--- src/rtl/module_keypad_scan.sv ---
// 4x4 active-low matrix keypad scanner with press/release debounce.
// Emits one registered tecla pulse per accepted press plus its key code.
module module_keypad_scan #(
   parameter int SCAN_CYCLES     = 1000,
   parameter int DEBOUNCE_CYCLES = 100000
) (
   input  logic       clk,
   input  logic       rst,
   input  logic [3:0] row,
   output logic [3:0] col,
   output logic       tecla,
   output logic [3:0] key
);

   localparam int SW = (SCAN_CYCLES > 1) ? $clog2(SCAN_CYCLES) : 1;
   localparam int DW = (DEBOUNCE_CYCLES > 1) ? $clog2(DEBOUNCE_CYCLES) : 1;
   localparam logic [SW-1:0] SC_LAST = SW'(SCAN_CYCLES - 1);
   localparam logic [DW-1:0] DB_LAST = DW'(DEBOUNCE_CYCLES - 1);

   typedef enum logic [1:0] {
      SCAN,
      DEB_PRESS,
      PRESS,
      DEB_REL
   } state_t;

   state_t        state_q, state_d;
   logic [3:0]    sync1_q, row_s;
   logic [SW-1:0] scan_q, scan_d;
   logic [DW-1:0] deb_q, deb_d;
   logic [1:0]    ci_q, ci_d;
   logic [1:0]    ri_q, ri_d;
   logic [3:0]    pat_q, pat_d;
   logic [3:0]    key_q, key_d;
   logic          tecla_q, tecla_d;

   function automatic logic [1:0] low_row(input logic [3:0] r);
      if (!r[0])      return 2'd0;
      else if (!r[1]) return 2'd1;
      else if (!r[2]) return 2'd2;
      else            return 2'd3;
   endfunction

   always_ff @(posedge clk or posedge rst) begin
      if (rst) begin
         sync1_q <= 4'hF;
         row_s   <= 4'hF;
      end else begin
         sync1_q <= row;
         row_s   <= sync1_q;
      end
   end

   always_ff @(posedge clk or posedge rst) begin
      if (rst) begin
         state_q <= SCAN;
         scan_q  <= '0;
         deb_q   <= '0;
         ci_q    <= 2'd0;
         ri_q    <= 2'd0;
         pat_q   <= 4'hF;
         key_q   <= 4'h0;
         tecla_q <= 1'b0;
      end else begin
         state_q <= state_d;
         scan_q  <= scan_d;
         deb_q   <= deb_d;
         ci_q    <= ci_d;
         ri_q    <= ri_d;
         pat_q   <= pat_d;
         key_q   <= key_d;
         tecla_q <= tecla_d;
      end
   end

   always_comb begin
      state_d = state_q;
      scan_d  = scan_q;
      deb_d   = deb_q;
      ci_d    = ci_q;
      ri_d    = ri_q;
      pat_d   = pat_q;
      key_d   = key_q;
      tecla_d = 1'b0;
      unique case (state_q)
         SCAN: begin
            // Sample late in the column slot so the synchronizer has settled
            if (scan_q == SC_LAST) begin
               scan_d = '0;
               if (row_s != 4'hF) begin
                  pat_d   = row_s;
                  ri_d    = low_row(row_s);
                  deb_d   = '0;
                  state_d = DEB_PRESS;
               end else begin
                  ci_d = ci_q + 2'd1;
               end
            end else begin
               scan_d = scan_q + 1'b1;
            end
         end
         DEB_PRESS: begin
            if (row_s != pat_q) begin
               state_d = SCAN;
               ci_d    = ci_q + 2'd1;
               scan_d  = '0;
            end else if (deb_q == DB_LAST) begin
               state_d = PRESS;
               tecla_d = 1'b1;
               key_d   = {ri_q, ci_q};
            end else begin
               deb_d = deb_q + 1'b1;
            end
         end
         PRESS: begin
            state_d = DEB_REL;
            deb_d   = '0;
         end
         DEB_REL: begin
            if (row_s != 4'hF) begin
               deb_d = '0;
            end else if (deb_q == DB_LAST) begin
               state_d = SCAN;
               ci_d    = ci_q + 2'd1;
               scan_d  = '0;
            end else begin
               deb_d = deb_q + 1'b1;
            end
         end
         default: state_d = SCAN;
      endcase
   end

   assign col   = ~(4'b0001 << ci_q);
   assign tecla = tecla_q;
   assign key   = key_q;

endmodule

--- config.mk ---
export PLATFORM = sky130hd
export DESIGN_NAME = module_keypad_scan
export DESIGN_NICKNAME = d
export VERILOG_FILES = /design/src/rtl/module_keypad_scan.sv
export SDC_FILE = /design/constraint.sdc
export NUM_CORES = 1
export LEC_CHECK = 0
export ABC_CLOCK_PERIOD_IN_PS = 2250
export CAP_MARGIN = 20
export CORE_MARGIN = 2
export CORE_UTILIZATION = 53
export CTS_CLUSTER_DIAMETER = 40
export DETAILED_ROUTE_END_ITERATION = 10
export HOLD_SLACK_MARGIN = 0.06
export PLACE_DENSITY = 0.74
export SLEW_MARGIN = 5
export SYNTH_ARGS = -nofsm -noshare
export SYNTH_HDL_FRONTEND = slang
export SYNTH_SLANG_ARGS = --single-unit
export TNS_END_PERCENT = 50
--- constraint.sdc ---
create_clock -name clk -period 2.25 [get_ports clk]
set_clock_uncertainty 0.05 [all_clocks]
set_input_delay 0.225 -clock clk [delete_from_list [all_inputs] [get_ports clk]]
set_output_delay 0.225 -clock clk [all_outputs]
set_load 0.01 [all_outputs]
# After elaboration in Yosys (flattened, before gate mapping)

Cells that the tools add are included.
Widths: inputs -> output; s select.

Register bits after elaboration: 50
Bits in latches: 0
RAM bits: 0
ROM bits: 0
Input bits: 6
Logic and storage cells: 69
Memories: 0

$add $sub $neg: 3
Multiply operators: 0
Divide/modulo/power cells: 0
Order comparisons: 0
Eq/ne operators: 15
Shift operators: 1
Muxes and demuxes: 30
Bitwise gates (word level): 2
Reduce and logical (&&, ||, !) cells: 8

Operators by type and width:

| cell                  | number |
|---|---|
| $mux 17               | 5 |
| $pmux 17 s4           | 1 |
| $mux 10               | 4 |
| $pmux 10 s3           | 1 |
| $mux 2                | 13 |
| $add 17x1->17 const B | 1 |
| $eq 17x17->1 const B  | 1 |
| $ne 2x2->1 const B    | 7 |
| $add 10x1->10 const B | 1 |
| $eq 10x10->1 const B  | 1 |
| $reduce_and 3->1      | 3 |
| $pmux 2 s4            | 1 |
| $pmux 2 s3            | 1 |
| $reduce_and 6->1      | 1 |
| $reduce_and 5->1      | 1 |
| $eq 2x2->1 const B    | 2 |
| $mux 1                | 4 |
| $ne 4x4->1            | 1 |
| $ne 4x4->1 const B    | 1 |
| $not 4->4             | 1 |
| $reduce_and 4->1      | 1 |
| $shl 1x2->4 const A   | 1 |
| $ne 3x3->1 const B    | 1 |
| $reduce_bool 3->1     | 1 |
| 4 further kinds       | 4 |

# Depth between registers and ports, before layout

Depth after elaboration: 4
Gate-level depth with buffers: 9
Mapped depth without buffers: 7

# Least setup slack after synthesis

OpenSTA, ideal clock, no wires.

Path type: register -> register
Start: register deb_q[0]
End: register ci_q[1]
Setup time: 0.128 ns
Arrival: 2.090 ns
Path slack: -0.018 ns
Cell stages (with the launch flop): 9
Buffers on the path: 1
Period minus slack after synthesis: 2.268 ns
Cells stage by stage: dfrtp_1 ha_1 and4_1 buf_2 nand2_1 or4_4 o22ai_1 nand2_1 mux2_1

Word-level cells in the longest chain between the ends: 3

RTL lines:

| item                       | RTL line | RTL |
|---|---|---|
| start: declaration         | 30       | `logic [DW-1:0] deb_q, deb_d;` |
| start signal: assignment   | 58       | `deb_q <= '0;` |
| start signal: assignment   | 67       | `deb_q <= deb_d;` |
| $eq 17x17->1               | 122      | `end else if (deb_q == DB_LAST) begin` |
| $ne 2x2->1 (no line)       | n/a      |  |
| $reduce_and 6->1 (no line) | n/a      |  |
| end signal: assignment     | 68       | `ci_q <= ci_d;` |
| end: declaration           | 31       | `logic [1:0] ci_q, ci_d;` |

Every way passes these cells.
A chain may end at the register's enable or synchronous reset.

# Worst setup path after layout

Start: register scan_q[3]
End: register deb_q[3]

Word-level cells in the longest chain between the ends: 3

RTL lines:

| item                       | RTL line | RTL |
|---|---|---|
| start: declaration         | 29       | `logic [SW-1:0] scan_q, scan_d;` |
| start signal: assignment   | 66       | `scan_q <= scan_d;` |
| $eq 10x10->1               | 88       | `if (scan_q == SC_LAST) begin` |
| $ne 2x2->1 (no line)       | n/a      |  |
| $reduce_and 3->1 (no line) | n/a      |  |

Every way passes these cells.

==> flow_summary.toml <==
[detailed_routing]
vias_per_cell = 5.61
drtIter0Drc = 148
wirelength_mm = 4.90
drtPass1Iterations = 4
vias = 2018
drc = 0
avgRoutedWirePerCell_um = 13.6
final_antenna_net_count = 0

[power]
total_power_mw = 1.47
peakVddDrop_v = 0.000398
p_leak_nw = 1.35
cellPowerDensity_nw_per_um2 = 471

[min_path]
hold_path_end = "sync1_q[1]"
holdPathStages = 1
hp-start = "row[1]"
holdCritPathClass = "input pin to register"

[cells_and_area]
layout.cells.non_filler = 360
drive_gt1_share_pct = 27.1
antenna_cells = 0
final_util_pct = 66.9
finalNetCount = 317
fillers = 357
area_growth_pct = 22.6
design_area_um2 = 3120

[clock_network]
clock_path_buffers = 2
cts_buffers = 5
cts_tree = "built"
clk_latency_ns = 0.30
path_clk_slew_ns = 0.09
h-tree-depth = 2
cts.sinks = 50
cts-root-buf = "clkbuf_8"
cts_hold_buf = 0

[global_route]
grt_pass1_wl_mm = 8.31
grt_max_degree = 51
grt_pass1_vias = 1923
grt_util_met1_pct = 26.1
met2_usage_pct = 33.3
grt.total_usage_pct = 19.8
top_usage_layer = "met2"
globalRouteMet3Util_pct = 3.29
grt-ovfl-total = 0
antenna_found_initial = 0

[critical_path]
cpPeakStageDelay_ns = 0.41
path_buf_inv = 1
cp.arrival_ns = 2.47
startpoint_type = "register"
worstRegToRegCells = 7
crit_path_end_kind = "register"
cp_slowest_cell = "or3b_4"
path_max_fanout = 12
critPathRequiredTime_ns = 2.44
path_cells = "or3b_4, or3_4, nor3_4, o21ai_4, buf_4, or4_1, nand2_1"
critPathKind = "register to register"
reg2reg_slack_ns = -0.03
timing.rr.end = "deb_q[3]"
reg2reg_from = "scan_q[3]"
path_delay_family = "simple AND/OR/NAND/NOR gates"

[die]
dieArea_um2 = 5370
rows = 25
io_pins = 15
start_util_pct = 54.6
dieWidth_um = 73.3
die_y_um = 73.3
core_area_um2 = 4660

[placed_design]
dpl.cell_count = 350
io_buffers = 14
place_ws_ns = 0.0131
gp_congestion = 0.803
placed_area_um2 = 2940
place_hpwl_mm = 3.50

[sta]
setup_violations = 1
hold_viol = 0
max_freq_ghz = 0.438
rsz0062_at_grt = "true"
hold_ws_ns = 0.270
setup_tns_ns = -0.0307
slew_viol_final = 0
period_share_pct = 101
post-route-min-period_ns = 2.28
slew_headroom_pct = 58.9
worstMarginPinSlew_ns = 0.616
timing.final.ws_setup_ns = -0.0307

[yosys]
synthCells = 259
ys_types = 46
ys_ff_latch = 50
syn_nets = 271
synth.cell_area_um2 = 2540
yosysWarnings = 0
syn_area_per_cell_um2 = 9.82
ys_seq_area_share_pct = 49.8

[run]
drv_cap = 0

[run_status]
outcome = "complete, but fails checks"
violations = "negative setup slack"
logic make-up after synthesis:
logic type	after synthesis	share of synthesized area (%)
muxes	8	3.44
AOI/OAI and AO/OA	53	13.6
xor gates and xnor gates	12	4.13
buffers and inverters	23	4.18
DFF	50	49.8
and+or+nand+nor	107	21.9
adders and majority gates	6	2.95
cell usage after synthesis, drive strengths merged:
cell	number	area, µm²
ha	6	75.1
o2111ai	2	17.5
xnor2	2	17.5
or3b	1	8.76
or4	7	56.3
o31ai	5	51.3
o211ai	7	52.6
o311a	1	10.0
and2	2	12.5
nand3	9	45.0
or2	2	12.5
nor3	9	56.3
and3	5	31.3
a31oi	1	6.26
clkbuf	2	7.51
mux2i	2	20.0
buf	6	42.5
a32oi	1	8.76
or4b	1	10.0
dfstp	12	315
a31o	1	8.76
inv	15	56.3
xor2	10	87.6
nand4b	1	8.76
dfrtp	38	951
mux2	6	67.6
nand2b	1	6.26
a221o	2	20.0
o22ai	2	12.5
nand4	3	18.8
or3	6	47.5
o21ai	21	109
nand2	38	145
and4	2	17.5
nor2b	1	6.26
a21oi	10	50.1
nor2	19	73.8
where the power goes:
group	internal (mW)	leakage, nW	switching [mW]
Sequential	0.912	0.642	0.00614
Clock	0.220	0.0374	0.298
Combinational	0.0121	0.675	0.0212
Total	1.14	1.35	0.325
cells in the final DEF, fill, tap and decap left out, drive strengths merged, types with 3 or more instances in the layout:
cell           synthesis  routed
clkdlybuf4s50          0      14
o211ai                 7       7
mux2                   6       6
clkbuf                 2       6
nand2                 38      38
nor2                  19      19
o21ai                 21      21
nand3                  9       9
dfstp                 12      12
ha                     6       6
and3                   5       5
nor3                   9       9
inv                   15      15
xor2                  10      10
buf                    6      33
or3                    6       6
dfrtp                 38      38
o31ai                  5       5
or4                    7       7
a21oi                 10      10
nand4                  3       3
registers in the layout, summed over array words and instances (netlist names), 2 cells and up, named ones only:
| register | cells |
|---|---|
| ci_q | 2 |
| sync1_q | 4 |
| ri_q | 2 |
| deb_q | 17 |
| row_s | 4 |
| scan_q | 10 |
| key | 4 |
| pat_q | 4 |
how the worst max path moves through the flow:
stage,start,end,slack (ns),cells past startpoint
after floorplan,deb_q[14],scan_q[8],0.003,6
after global placement,deb_q[14],key[2],0.05,4
after detailed placement,scan_q[3],deb_q[7],0.01,6
after CTS,deb_q[14],scan_q[1],-0.004,6
after global routing,scan_q[3],deb_q[3],-0.07,7
final,scan_q[3],deb_q[3],-0.03,7
timing repair:
action	in CTS	in global routing
setup endpoints to repair	4	13
hold endpoints to repair	0	0
resized for setup	2	17
pin swaps	0	12
cloned	0	0
buffers inserted	0	2
area by class of cell:
| cell class | count | area (µm²) | share of cell area, % |
|---|---|---|---|
| well taps | 54 | 67.6 | 2.17 |
| inverters | 15 | 56.3 | 1.81 |
| clock inverters | 2 | 15.0 | 0.482 |
| flip-flops and latches | 50 | 1270 | 40.6 |
| clock buffers | 6 | 72.6 | 2.33 |
| repair buffers | 47 | 392 | 12.6 |
| multi-input cells | 186 | 1250 | 40.0 |
per-layer routing:
metal / share of wire (%) / vias up
li1: - / 1012
met1: 46 / 964
met2: 49 / 38
met3: 3.5 / 4
met4: 0.98 / 0
met5: 0 / -
Power figures use the tool's default switching activity.
